<file path="config.mk">
export PLATFORM = sky130hd
export DESIGN_NAME = mult_div
export DESIGN_NICKNAME = d
export VERILOG_FILES = /design/src/rtl/mult_div.sv
export SDC_FILE = /design/constraint.sdc
export NUM_CORES = 1
export LEC_CHECK = 0
export ABC_CLOCK_PERIOD_IN_PS = 9400
export CELL_PAD_IN_SITES_DETAIL_PLACEMENT = 0
export CELL_PAD_IN_SITES_GLOBAL_PLACEMENT = 1
export CORE_MARGIN = 2
export CORE_UTILIZATION = 35
export CTS_BUF_LIST = sky130_fd_sc_hd__clkbuf_16
export DETAILED_ROUTE_END_ITERATION = 16
export HOLD_SLACK_MARGIN = 0.06
export PLACE_DENSITY = 0.74
export SYNTH_ARGS = -nofsm -noshare
export SYNTH_HDL_FRONTEND = slang
export SYNTH_SLANG_ARGS = --single-unit
</file>
<file path="constraint.sdc">
create_clock -name clk -period 9.4 [get_ports clk]
set_input_delay 1.88 -clock clk [delete_from_list [all_inputs] [get_ports clk]]
set_output_delay 1.88 -clock clk [all_outputs]
set_load 0.03 [all_outputs]
</file>
<file path="src/rtl/mult_div.sv">
// Iterative 32x32 multiply / divide unit with HI/LO registers.
// One radix-2 step per cycle; results land in hi/lo 33 edges after start.
module mult_div (
    input  logic        clk,
    input  logic        reset,
    input  logic        start,
    input  logic [1:0]  op,
    input  logic [31:0] in1,
    input  logic [31:0] in2,
    input  logic        mthi,
    input  logic        mtlo,
    output logic [31:0] hi,
    output logic [31:0] lo,
    output logic        busy,
    output logic        done
);
    typedef enum logic [1:0] {IDLE, RUN, FINISH} state_t;

    state_t      state_q;
    logic [1:0]  op_q;
    logic        s1_q, s2_q, dz_q;
    logic [4:0]  cnt_q;
    logic [31:0] a_q;
    logic [63:0] p_q;
    logic [31:0] hi_q, lo_q;
    logic        busy_q, done_q;

    logic        sgn_in, sgn_q;
    logic [31:0] abs1, abs2;
    logic [32:0] mul_t;
    logic [32:0] rem_sh;
    logic [31:0] rem_df;
    logic        ge;
    logic [63:0] p_d;
    logic [63:0] prod_d;
    logic [31:0] quo_d, rmd_d;
    logic [31:0] hi_d, lo_d;

    assign sgn_in = ~op[0];
    assign abs1   = (sgn_in && in1[31]) ? -in1 : in1;
    assign abs2   = (sgn_in && in2[31]) ? -in2 : in2;

    // p_q holds {partial, multiplier} or {remainder, dividend/quotient}
    assign mul_t  = {1'b0, p_q[63:32]} + (p_q[0] ? {1'b0, a_q} : 33'd0);
    assign rem_sh = {p_q[63:32], p_q[31]};
    assign rem_df = rem_sh[31:0] - a_q;
    assign ge     = rem_sh >= {1'b0, a_q};

    always_comb begin
        p_d = {mul_t, p_q[31:1]};
        if (op_q[1])
            p_d = {(ge ? rem_df : rem_sh[31:0]), p_q[30:0], ge};
    end

    assign sgn_q  = ~op_q[0];
    assign prod_d = (sgn_q && (s1_q ^ s2_q)) ? -p_q : p_q;
    assign rmd_d  = (sgn_q && s1_q) ? -p_q[63:32] : p_q[63:32];

    // Divide by zero forces an all-ones quotient regardless of signs
    always_comb begin
        quo_d = p_q[31:0];
        if (dz_q)
            quo_d = 32'hFFFF_FFFF;
        else if (sgn_q && (s1_q ^ s2_q))
            quo_d = -p_q[31:0];
    end

    assign hi_d = op_q[1] ? rmd_d : prod_d[63:32];
    assign lo_d = op_q[1] ? quo_d : prod_d[31:0];

    always_ff @(posedge clk or posedge reset) begin
        if (reset) begin
            state_q <= IDLE;
            op_q    <= 2'b00;
            s1_q    <= 1'b0;
            s2_q    <= 1'b0;
            dz_q    <= 1'b0;
            cnt_q   <= 5'd0;
            a_q     <= 32'd0;
            p_q     <= 64'd0;
            hi_q    <= 32'd0;
            lo_q    <= 32'd0;
            busy_q  <= 1'b0;
            done_q  <= 1'b0;
        end else begin
            done_q <= 1'b0;
            unique case (state_q)
                IDLE: begin
                    if (start) begin
                        op_q    <= op;
                        s1_q    <= in1[31];
                        s2_q    <= in2[31];
                        dz_q    <= (in2 == 32'd0);
                        a_q     <= abs2;
                        p_q     <= {32'd0, abs1};
                        cnt_q   <= 5'd0;
                        busy_q  <= 1'b1;
                        state_q <= RUN;
                    end else begin
                        if (mthi) hi_q <= in1;
                        if (mtlo) lo_q <= in1;
                    end
                end
                RUN: begin
                    p_q   <= p_d;
                    cnt_q <= cnt_q + 5'd1;
                    if (cnt_q == 5'd31)
                        state_q <= FINISH;
                end
                FINISH: begin
                    hi_q    <= hi_d;
                    lo_q    <= lo_d;
                    done_q  <= 1'b1;
                    busy_q  <= 1'b0;
                    state_q <= IDLE;
                end
                default: state_q <= IDLE;
            endcase
        end
    end

    assign hi   = hi_q;
    assign lo   = lo_q;
    assign busy = busy_q;
    assign done = done_q;
endmodule

</file>
======== Word level (Yosys, flattened, before mapping) ========
Cells that the tools add are included.
cells by class
  add/sub/neg operators ................... 8
  order comparisons ....................... 1
  eq/ne operators ......................... 8
  multiplexer cells ....................... 27
  bitwise logic cells ..................... 3
  reduce and logical (&&, ||, !) cells .... 14
operator list
  operator                                       number
  2-to-1 mux 32 bit                              13
  2-to-1 mux 64 bit                              3
  negator 32 bit                                 4
  case mux 32 bit (2 select lines)               2
  case mux 64 bit (2 select lines)               1
  negator 64 bit                                 1
  adder 32 x 32 -> 33 bit                        1
  greater-or-equal comparator 33 x 32 -> 1 bit   1
  logical NOT 32 bit                             1
  subtractor 32 bit                              1
  != test 2 bit, second input constant           5
  case mux 5 bit (2 select lines)                1
  AND reduction 2 bit                            4
  AND reduction 3 bit                            2
  adder 5 x 1 -> 5 bit, second input constant    1
  == test 5 bit, second input constant           1
  2-to-1 mux 5 bit                               1
  logical AND 1 bit                              4
  2-to-1 mux 2 bit                               2
  case mux 2 bit (2 select lines)                1
  nonzero test 2 bit                             2
  == test 2 x 1 -> 1 bit, second input constant  1
  == test 2 bit, second input constant           1
  logical NOT 2 bit                              1
  4 further kinds                                6
storage, ports and cells
  register bits after elaboration ......... 174
  input bits .............................. 71
  output and inout bits ................... 66
  word-level logic and storage cells ...... 73

======== Logic depth before layout (Yosys ltp) ========
Gate-level depths: netlist (run 1).
  word-level depth ........................ 6
  gate-level depth with buffers ........... 15
  gate-level depth less buffers ........... 14

======== Least setup slack after synthesis (run 1) ========
Ideal clock, no wire load.
  path type ............................... input-to-reg
  start point ............................. input in2[8]
  end point ............................... register a_q[30]
  setup time .............................. 0.135 ns
  arrival time ............................ 3.957 ns
  required time ........................... 9.265 ns
  path slack .............................. 5.308 ns
  stages on the path ...................... 9
  path buffers ............................ 0
  cells stage by stage .................... or4_1 -> nor3_1 -> and3_1 -> and2_1 -> nand2_1 -> or3_1 -> o41ai_1 -> xor2_1 -> o21ai_0
on the way
  cells in the longest elaborated chain, start to end .. 2
ends and longest elaborated chain
  what                  line  text
  from (decl)           9     input logic [31:0] in2,
  negator 32 bit        41    assign abs2 = (sgn_in && in2[31]) ? -in2 : in2;
  2-to-1 mux 32 bit     41
  to (signal assigned)  94    a_q <= abs2;
  to (decl)             23    logic [31:0] a_q;
No other way between the ends.
A chain may end at the register's enable or synchronous reset.

======== Worst setup path in the final report (run 1) ========
Same ends and word-level chain as after synthesis.

==> results of run 1 <==
## worst max path at each step
stage,endpoint,slack [ps],cells after the start
3_5_place_dp,a_q[30]$_DFFE_PP0P_,4450,10
2_1_floorplan,a_q[0]$_DFFE_PP0P_,2800,1
6_report,a_q[30]$_DFFE_PP0P_,4920,10
3_3_place_gp,a_q[30]$_DFFE_PP0P_,4510,10
4_1_cts,a_q[30]$_DFFE_PP0P_,4920,10
5_1_grt,p_q[26]$_DFFE_PP0P_,4700,10
## cell type report
cell class                      instances  share of cell area [%]
Multi-Input combinational cell       1386                    55.4
Sequential cell                       174                    26.5
Timing Repair Buffer                  153                    9.07
Tap cell                              525                    4.00
Clock buffer                           17                    2.59
Inverter                               56                    1.31
Clock inverter                         14                    1.11
Antenna cell                            1                  0.0152
## through the flow
stage                     util [%]  total power, mW  hold WS, ps  worst slack [ps]  instance area, µm²
after global placement        39.9             6.11          460              4510               15800
after detailed placement      39.9             6.16          471              4450               15800
after CTS                     41.4             6.95          488              4920               16400
after floorplan                  -             4.85          450              2800               14000
after global routing          41.4             7.57          507              4700               16400
final                         41.4             6.96          480              4920               16400
## power by group through the flow
stage | combinational (mW) | sequential, mW | clock (mW)
2_1_floorplan | 3.16 | 1.69 | 0
3_3_place_gp | 4.50 | 1.61 | 0
3_5_place_dp | 4.55 | 1.61 | 0
4_1_cts | 4.57 | 1.60 | 0.781
5_1_grt | 5.09 | 1.66 | 0.814
6_report | 4.59 | 1.61 | 0.768
## routing by layer
layer,GRT usage [%],vias to the layer above,share of wire [%]
met5,0,-,0
met4,6.42,0,2.1
met3,2.61,56,4.6
met2,33.9,342,45
met1,30.1,6158,48
li1,-,6402,-
## cells by family after synthesis
group	count (synthesis)	share of synthesized area, %
buffers and inverters	157	4.30
AOI/OAI and AO/OA	578	26.0
xor gates and xnor gates	163	10.2
and+or+nand+nor	502	16.9
DFF	174	31.1
adders and majority gates	72	6.54
muxes	71	5.07
## Yosys cell counts, types with 4 or more instances
cell type / n
inv_1: 56
a31o_2: 6
nand2b_1: 15
xor2_1: 83
a22oi_1: 19
o22ai_1: 4
or4_1: 9
o21bai_1: 7
a21oi_1: 152
mux2i_1: 71
nand2_1: 172
clkbuf_1: 78
nor3_1: 34
and3_1: 13
a21o_1: 29
a221o_1: 36
dfrtp_1: 174
nor3b_1: 4
nor2_1: 138
or3_1: 19
xnor2_1: 80
nor2b_1: 25
nand4_1: 8
and2_1: 10
a31oi_1: 11
o41ai_1: 13
a211o_1: 6
o211ai_1: 34
o31ai_1: 16
ha_1: 70
nand3_1: 23
o21a_1: 4
o21ai_0: 192
a211oi_1: 20
buf_1: 17
or2_2: 5
nor4_1: 13
buf_2: 4
## worst max-delay path, stage by stage
cell             delay, ps
clkdlybuf4s50_1        450
or4_1                  580
nor3_1                 270
and3_1                 250
and2_1                 220
nand2_1                130
or3_1                  400
o41ai_1                330
xor2_1                 170
o21ai_0                 90
## sequential cells by signal, indices dropped and copies added (netlist names)
register	count
p_q	64
hi	32
done	1
state_q	2
lo	32
cnt_q	5
busy	1
a_q	32
s2_q	1
dz_q	1
op_q	2
s1_q	1
==> qor.csv, run 1 <==
metric,value,unit
finalHoldViolCount,0,
syn_inst,1717,
rr_endpoint,p_q[45]$_DFFE_PP0P_,
switchingPower,3.50,mW
leakagePower,6.66,nW
final_common_cell,o21ai_0,
area_growth,17.1,%
vias,13000,
async_flop_share,100,%
ant_nets,0,
seq_area,4360,µm²
initial_core_util,35.4,%
core-area,39600,µm²
ys_seq_area_share,31.1,%
port_buffers,136,
critPathKind,input port to flop,
drt_iter0_markers,992,
holdBufCountCts,0,
worst-r2r-cell-count,13,
cts_resized,0,
clkLatencyLatePin,460,ps
pwr-share-seq,23.1,%
fin_nets,1931,
hold_path_class,flop to flop,
track_usage,21.3,%
gp_congestion,0.914,
synth_enable_flop_cells,0,
synth_top_area_share,31.1,%
final_cell_mix,"o21ai_0, dfrtp_1, nand2_1",
netlist.top_cell.by_area,dfrtp_1,
swShare,50.3,%
tns,0,ps
htreeDepth,4,
maxClockFrequency,223,MHz
rows,73,
cp.arrival,4790,ps
outcome,"complete, no violations",
setup_viol,0,
instances_no_fill,2326,
grt_setup_unrepaired,no,
grt_overflow,0,
io_pins,137,
hpwl,32600,µm
cp_max_fo,4,
startpoint,in2[8],
holdPathStages,2,
viasPerCell,5.57,
combPwrFrac,65.9,%
multiInputGateArea,9090,µm²
layout-drive-gt1-share,4.56,%
r2r-start,p_q[37]$_DFFE_PP0P_,
cts.sinks,174,
period_minus_slack,4480,ps
path_clk_slew,70,ps
wl,43900,µm
avgSynthCellArea,8.16,µm²
r2r_slack,5080,ps
holdPathEnd,a_q[20]$_DFFE_PP0P_,
dieArea,41700,µm²
wl_per_cell,18.9,µm
drc_errors,0,
clkPwrFrac,11.0,%
endpoint_kind,flop,
pwr_density_cell,424,nW/µm²
fp.dieW,204,µm
synthTopCellsByArea,"dfrtp_1, o21ai_0, ha_1",
synth_top_flop_cell,dfrtp_1,
grt_pass1_vias,12400,
yosysWarnings,0,
die_y,204,µm
tightest_slew,1240,ps
nFillCells,4083,
finalClockSkew,11.3,ps
ir_drop,0.132,mV
synth_area,14000,µm²
worst_setup_path_start_kind,input port,
placed_cells,2294,
slew_violations,0,
grt_pass1_wl,69800,µm
yosysUniqueCellTypes,69,
p_int,3.46,mW
synth_seq_cells,174,
antenna_found_initial,0,
clockBufferDepth,2,
numCtsBuffers,17,
critPathRequiredTime,9700,ps
drt-pass1-iter-count,5,
post-route-period-util,47.7,%
worstHoldStart,a_q[20]$_DFFE_PP0P_,
root_buffer,clkbuf_16,
tritoncts,done,
grt_max_degree,78,
syn-num-nets,1860,
maxCapViolations,0,
relSlewSlack,17.7,%
post_cts_buffers,0,
Power figures use the tool's default switching activity.
==> run 2, diff against run 1 <==
--- a/config.mk
+++ b/config.mk
@@ -5,7 +5,7 @@
 export SDC_FILE = /design/constraint.sdc
 export NUM_CORES = 1
 export LEC_CHECK = 0
-export ABC_CLOCK_PERIOD_IN_PS = 9400
+export ABC_CLOCK_PERIOD_IN_PS = 4600
 export CELL_PAD_IN_SITES_DETAIL_PLACEMENT = 0
 export CELL_PAD_IN_SITES_GLOBAL_PLACEMENT = 1
 export CORE_MARGIN = 2
==> constraint.sdc (replaced) <==
create_clock -name clk -period 4.6 [get_ports clk]
set_input_delay 0.92 -clock clk [delete_from_list [all_inputs] [get_ports clk]]
set_output_delay 0.92 -clock clk [all_outputs]
set_load 0.03 [all_outputs]
==> qor.csv, run 2 (synthesized netlist as in run 1, its figures left out) <==
metric,value,unit
die_y,204,µm
vias,13200,
critPathKind,flop to flop,
cts.sinks,174,
slowest_stage,o311a_2,
leakagePower,6.73,nW
worst-r2r-cell-count,12,
nFillCells,4092,
p_int,7.01,mW
antenna_found_initial,0,
setup_viol,0,
viasPerCell,5.61,
swShare,50.8,%
gp_congestion,0.905,
final_common_cell,o21ai_0,
drt_iter0_markers,974,
root_buffer,clkbuf_16,
dieArea,41700,µm²
switchingPower,7.25,mW
max_stage_delay,590,ps
largest_reg_flops,64,
total_power,14.3,mW
grt_pass1_vias,12500,
numCtsBuffers,17,
layout-drive-gt1-share,5.49,%
path_clk_slew,80,ps
cts_resized,0,
pwr-share-seq,22.8,%
worst_slack,528,ps
maxClockFrequency,246,MHz
cp_max_fo,24,
rr_endpoint,p_q[42]$_DFFE_PP0P_,
clockBufferDepth,2,
drt-pass1-iter-count,5,
fp.dieW,204,µm
slew_violations,0,
startpoint,p_q[38]$_DFFE_PP0P_,
final_cell_mix,"o21ai_0, dfrtp_1, nand2_1",
worst_setup_path_start_kind,flop,
outcome,"complete, no violations",
wl,44700,µm
area_growth,18.1,%
grt_setup_unrepaired,no,
ir_drop,0.352,mV
period_minus_slack,4070,ps
finalClockSkew,12.4,ps
combPwrFrac,67.0,%
hold_path_class,flop to flop,
port_buffers,136,
holdWs,481,ps
tightest_slew,1210,ps
endpoint_kind,flop,
finalHoldViolCount,0,
critPathRequiredTime,4910,ps
fin_nets,1951,
hpwl,33600,µm
holdPathStages,2,
rows,73,
post-place-ws,628,ps
crit_end,p_q[42]$_DFFE_PP0P_,
tns,0,ps
wl_per_cell,19.1,µm
maxCapViolations,0,
grt_max_degree,84,
grt_overflow,0,
cpMostUsedCell,buf_4,
post-route-period-util,88.5,%
track_usage,21.7,%
path_cells,ha_1 -> o21a_1 -> a21oi_1 -> nand4bb_1 -> a31oi_1 -> o211ai_1 -> a311oi_1 -> buf_4 -> o311a_2 -> buf_4 -> mux2i_1 -> o21ai_0,
holdBufCountCts,0,
drc_errors,0,
cp.arrival,4380,ps
ant_nets,0,
tritoncts,done,
largest-register,p_q,
r2r_slack,530,ps
core-area,39600,µm²
htreeDepth,4,
initial_core_util,35.4,%
relSlewSlack,19.1,%
post_cts_buffers,0,
clkLatencyLatePin,470,ps
io_pins,137,
grt_pass1_wl,71400,µm
pwr_density_cell,862,nW/µm²
r2r-start,p_q[38]$_DFFE_PP0P_,
clkPwrFrac,10.1,%
==> run 2: cell types whose count changed in the layout (fill, tap and decap cells not counted), moves of 2 or more <==
cell | before | now
clkinv_4 | 2 | 4
clkinv_1 | 1 | 3
bufinv_16 | 3 | 0
buf_4 | 17 | 34
buf_12 | 0 | 3
clkinv_2 | 3 | 1
==> run 2: stage by stage <==
step	instances	cell area, µm²	utilization, %
finish	2347	16500	41.7
global route	2346	16500	41.7
detailed placement	2314	16000	40.3
floorplan	1717	14000	-
CTS	2346	16500	41.7
global placement	2314	16000	40.3
==> run 2: worst max-delay path, delay by kind of cell (launching register included) <==
family / cells / cell delay [ps]
and+or+nand+nor: 1 / 200
adders and majority gates: 1 / 390
muxes: 1 / 190
buffers and inverters: 2 / 510
AOI/OAI and AO/OA: 7 / 2100
DFF: 1 / 500
==> run 2: area by class of cell <==
class	instances	area (µm²)	share of cell area, %
timing repair buffer	173	1680	10.1
antenna	1	2.50	0.0151
inverter	56	214	1.29
clock buffer	17	425	2.57
tap	525	657	3.97
multi-input combinational	1386	9090	54.9
clock inverter	15	128	0.771
sequential	174	4360	26.3
==> run 2: worst min-delay path by stage <==
| stage | startpoint | end | slack, ps |
|---|---|---|---|
| global placement | a_q[20]$_DFFE_PP0P_ | a_q[20]$_DFFE_PP0P_ | 460 |
| global route | cnt_q[3]$_DFFE_PP0P_ | cnt_q[3]$_DFFE_PP0P_ | 510 |
| floorplan | a_q[10]$_DFFE_PP0P_ | a_q[10]$_DFFE_PP0P_ | 450 |
| finish | a_q[24]$_DFFE_PP0P_ | a_q[24]$_DFFE_PP0P_ | 480 |
| CTS | a_q[27]$_DFFE_PP0P_ | a_q[27]$_DFFE_PP0P_ | 490 |
| detailed placement | a_q[21]$_DFFE_PP0P_ | a_q[21]$_DFFE_PP0P_ | 470 |
==> run 2: power by group through the flow <==
stage                     Clock, mW  Combinational, mW  Sequential [mW]
final                          1.44               9.56             3.26
after CTS                      1.47               9.52             3.25
after detailed placement          0               9.48             3.27
after global routing           1.54               10.5             3.38
after global placement            0               9.39             3.26
after floorplan                   0               6.46             3.45
==> run 2: metal layers <==
layer	track usage, %	wire length [µm]
met1	30.9	21500
met3	2.66	2030
met4	5.72	806
met2	34.6	20400
met5	0	0
